==> config.mk <==
export PLATFORM = sky130hd
export DESIGN_NAME = output_conditioner
export DESIGN_NICKNAME = d
export VERILOG_FILES = /design/src/rtl/output_conditioner_pkg.sv /design/src/rtl/output_conditioner_dwell_counter.sv /design/src/rtl/output_conditioner.sv
export SDC_FILE = /design/constraint.sdc
export NUM_CORES = 1
export LEC_CHECK = 0
export CORE_MARGIN = 1.5
export CORE_UTILIZATION = 24
export DETAILED_ROUTE_END_ITERATION = 8
export GPL_ROUTABILITY_DRIVEN = 0
export SETUP_SLACK_MARGIN = 0.2
export SLEW_MARGIN = 20
export SYNTH_ARGS = -nofsm -noshare
export SYNTH_HDL_FRONTEND = slang
export SYNTH_SLANG_ARGS = --single-unit
==> constraint.sdc <==
create_clock -name clk -period 3 [get_ports clk]
set_input_delay 0.3 -clock clk [delete_from_list [all_inputs] [get_ports clk]]
set_output_delay 0.3 -clock clk [all_outputs]
set_load 0.05 [all_outputs]
==> src/rtl/output_conditioner_pkg.sv <==
// ============================================================================
// Module   : output_conditioner_pkg
// Brief    : Shared conditioner definitions: FSM state encodings and the
//            default dwell parameters, common to input/output conditioning.
// Revision : 1.0 - initial release
// ============================================================================
`default_nettype none

package output_conditioner_pkg;

  // Default minimum dwell (level held for DEFAULT_WAITTIME+1 cycles)
  localparam int DEFAULT_WAITTIME     = 3;
  // Default dwell counter width; must hold DEFAULT_WAITTIME
  localparam int DEFAULT_COUNTERWIDTH = 3;

  // Conditioner states
  typedef enum logic [1:0] {
    STABLE  = 2'd0,  // dwell complete, nothing pending
    DWELL   = 2'd1,  // dwell running, nothing pending
    PENDING = 2'd2   // dwell running, one opposite-level change queued
  } cond_state_t;

endpackage : output_conditioner_pkg

`default_nettype wire

==> src/rtl/output_conditioner_dwell_counter.sv <==
// ============================================================================
// Module   : dwell_counter
// Brief    : Dwell timer with synchronous clear and a saturating increment;
//            done is high while the count sits at waittime.
// Revision : 1.0 - initial release
// ============================================================================
`default_nettype none

module dwell_counter
  import output_conditioner_pkg::*;
#(
  parameter int counterwidth = DEFAULT_COUNTERWIDTH,
  parameter int waittime     = DEFAULT_WAITTIME
) (
  input  logic clk,
  input  logic reset,
  input  logic clear,
  input  logic enable,
  output logic done
);

  localparam logic [counterwidth-1:0] c_limit = counterwidth'(waittime);
  localparam logic [counterwidth-1:0] c_one   = counterwidth'(1);

  logic [counterwidth-1:0] r_count;

  // Count up while enabled, stop at the limit so the counter never wraps
  always_ff @(posedge clk) begin
    if (reset || clear) begin
      r_count <= '0;
    end else if (enable && (r_count != c_limit)) begin
      r_count <= r_count + c_one;
    end
  end

  assign done = (r_count == c_limit);

endmodule : dwell_counter

`default_nettype wire

==> src/rtl/output_conditioner.sv <==
// ============================================================================
// Module   : output_conditioner
// Brief    : Glitch-free output level driver. Accepts rise/fall requests,
//            enforces a minimum dwell after every change, queues at most one
//            opposite-level change and emits registered edge pulses.
// Revision : 1.0 - initial release
// ============================================================================
`default_nettype none

module output_conditioner
  import output_conditioner_pkg::*;
#(
  parameter int counterwidth = DEFAULT_COUNTERWIDTH,
  parameter int waittime     = DEFAULT_WAITTIME
) (
  input  logic clk,
  input  logic reset,
  input  logic riserequest,
  input  logic fallrequest,
  output logic drive,
  output logic positiveedge,
  output logic negativeedge,
  output logic busy
);

  cond_state_t r_state;
  cond_state_t w_next_state;
  logic        w_toggle;
  logic        w_effective;
  logic        w_cancel;
  logic        w_done;
  logic        w_count_en;

  // A request only matters if it targets the opposite level; when both are
  // raised together the opposite-level one wins, so it is never a cancel.
  assign w_effective = drive ? fallrequest : riserequest;
  assign w_cancel    = (drive ? riserequest : fallrequest) && !w_effective;
  assign w_count_en  = (r_state != STABLE);

  dwell_counter #(
    .counterwidth (counterwidth),
    .waittime     (waittime)
  ) u_dwell_counter (
    .clk    (clk),
    .reset  (reset),
    .clear  (w_toggle),
    .enable (w_count_en),
    .done   (w_done)
  );

  // State register
  always_ff @(posedge clk) begin
    if (reset) begin
      r_state <= STABLE;
    end else begin
      r_state <= w_next_state;
    end
  end

  // Next-state and toggle decision
  always_comb begin
    w_next_state = r_state;
    w_toggle     = 1'b0;
    case (r_state)
      STABLE: begin
        if (w_effective) begin
          w_toggle     = 1'b1;
          w_next_state = DWELL;
        end
      end
      DWELL: begin
        if (w_effective) begin
          // A request landing on the final dwell cycle is served at once
          if (w_done) begin
            w_toggle     = 1'b1;
            w_next_state = DWELL;
          end else begin
            w_next_state = PENDING;
          end
        end else if (w_done) begin
          w_next_state = STABLE;
        end
      end
      PENDING: begin
        if (w_cancel) begin
          // Cancelled change behaves as if never queued
          w_next_state = w_done ? STABLE : DWELL;
        end else if (w_done) begin
          w_toggle     = 1'b1;
          w_next_state = DWELL;
        end
      end
      default: begin
        w_next_state = STABLE;
      end
    endcase
  end

  // Output level, edge pulses and busy flag, all registered
  always_ff @(posedge clk) begin
    if (reset) begin
      drive        <= 1'b0;
      positiveedge <= 1'b0;
      negativeedge <= 1'b0;
      busy         <= 1'b0;
    end else begin
      drive        <= drive ^ w_toggle;
      positiveedge <= w_toggle && !drive;
      negativeedge <= w_toggle && drive;
      busy         <= (w_next_state != STABLE);
    end
  end

endmodule : output_conditioner

`default_nettype wire

==> qor.txt <==
Worst IR Drop VDD: 0.000307 V
total congestion overflow: 0
fin cells: 93
CP peak stage delay: 0.87 ns
status: finished, final reports clean
Pleak: 0.241 nW
antenna violations before repair: 0
Final nets: 76
Post-CTS Setup Inserts: 0
top cell type's share of synthesized area: 35.2%
Tightest Hold Check Type: reg -> reg
first-pass GRT wire length: 1510 um
WP data required: 2.70 ns
Post-synth EDFFs: 0
Global Route Usage Sum: 8.14%
Worst EP arrival: 1.63 ns
Clk Latency, worst-skew pair: 0.26 ns
CTS tree: yes
Detailed Route WL: 909 um
family with the most delay on the worst path: buffers and inverters
CTS Sinks: 9
Buf/Inv on CP: 1
Async SR Flop Fraction: 0%
Max Cap Viol: 0
root buf cell: clkbuf_4
Vias/cell: 4.47
Die X-Extent: 49.2 um
layout cells sized above 1: 9.09%
Crit-path slowest cell: clkdlybuf4s50_1
Num CTS Buffers: 3
cells along the critical path: clkdlybuf4s50_1
PostCTS Resize Cnt: 0
ys flop type: dfxtp_1
initial DRC count: 2
Layout fillers: 207
dpl ws: 1.05 ns
Initial DRT Pass Iterations: 4
Relative slew margins: 66.3%
post-synth cell types: 26
Fin. Hold Viols: 0
TNS Setup: 0 ns
number of global-route vias before repair: 347
Die ar.: 2420 um^2
Ys Warns: 0
starting density of the core: 25.8%
Critical Setup Path Class: reg -> out
Max FO, Critical Path: 9
DRC violations left: 0
register area share after synthesis: 35.2%
Tmin final: 1.93 ns
Placeable Area: 1980 um^2
Final setup viols: 0
Worst Setup Start Kind: flop
cell count after placement: 89
diodes inserted: 0
Max H-tree Level: 1
crit end category: primary output
Worst-path clk slew: 0.06 ns
Syn Nets: 66
Pwr Density: 776 nW/um^2
via count: 416
Synth area leaders: dfxtp_1 35%, ha_1 12%, a21oi_1 4.9%, nor2b_1 4.9%, nor2_1 4.4%
Clock Tree Buf Depth: 2
area grow syn2layout: 23.7%
Rows: 16
worst clock skew: 0.00270 ns
syn_area_per_cell: 8.98 um^2
Die H: 49.2 um
Post-DP HPWL: 666 um
largest net degree at the start of global routing: 10
most frequent cell after synthesis: dfxtp_1
R2R Setup Slk: 1.27 ns
Synth top cells by count: 9 x dfxtp_1, 6 x nor2_1, 5 x a21oi_1, 5 x ha_1, 4 x nor2b_1
antenna viol nets, final: 0
hold slack: 0.491 ns
final setup margin: 1.07 ns
cell area after synthesis: 512 um^2
Synth area leader: dfxtp_1
area of the multi-input gates: 315 um^2
unrepaired setup endpoints after global routing: false
cts hold-fix bufs: 0
final max-slew violation count: 0
average wire per standard cell: 9.77 um
Seq. cell area: 180 um^2
Fmax: 0.519 GHz
period utilisation layout: 64.2%
Tightest Pin Transition: 0.503 ns
I/O Pins: 8
number of cells produced by synthesis: 57
Seq cells post-synth: 9
PortBufs: 7
[metal layers]
layer  GRT usage [%]  up-vias  part of all wire, %
met4            2.86        0                    0
met3            3.68        0                  6.1
met5               0        -                    0
li1                -      220                    -
met2            10.8       11                   42
met1            11.4      185                   52
[final cells by class]
class | count | area share [%]
multi-input combinational | 44 | 49.8
sequential | 9 | 28.5
timing repair buffer | 7 | 11.1
tap | 27 | 5.34
clock buffer | 4 | 4.15
inverter | 2 | 1.19
[final timing paths]
kind	start	endpoint	cells after the start
setup reg to reg	u_dwell_counter.r_count[0]	drive	7
setup / recovery	drive	drive	1
hold / removal	u_dwell_counter.r_count[1]	u_dwell_counter.r_count[1]	2
hold reg to reg	u_dwell_counter.r_count[1]	u_dwell_counter.r_count[1]	2
[state kept, by name, summed over array words and instances (netlist names)]
| name | cells |
|---|---|
| busy | 1 |
| drive | 1 |
| negativeedge | 1 |
| positiveedge | 1 |
| r_state | 2 |
| u_dwell_counter.r_count | 3 |
[per-stage QoR]
step                      total power, W  cell area, um^2  utilization [%]
after floorplan                 0.000347              512                -
after global placement          0.000397              607             30.6
after detailed placement        0.000401              607             30.6
after CTS                       0.000497              633             31.9
after global routing            0.000528              633             31.9
final                           0.000491              633             31.9
[cell families (layout without fill, tap and decap cells)]
| group | after synthesis | in the layout | share of synthesized area, % |
|---|---|---|---|
| compound gates | 12 | 12 | 16.6 |
| xor+xnor | 1 | 1 | 1.71 |
| fa+ha+maj | 5 | 5 | 12.2 |
| buf+inv | 4 | 13 | 3.18 |
| flops | 9 | 9 | 35.2 |
| mux | 3 | 3 | 6.60 |
| simple gates | 23 | 23 | 24.4 |
[power breakdown]
part,switching [W],total (W),internal (W)
clock network,0.0000408,0.0000920,0.0000512
logic,0.000124,0.000215,0.0000915
registers,0.0000347,0.000184,0.000149
[cell usage in the layout, fill, tap and decap left out, types with 2 or more instances in the layout]
cell type and n:
a21oi_1 5, nor3_1 3, nand2b_1 3, ha_1 5, mux2i_1 2, nor2b_1 4
dfxtp_1 9, nor2_1 6, nand2_1 2, clkdlybuf4s50_1 7, clkbuf_4 3, inv_1 2
(Power assumes the default switching activity.)
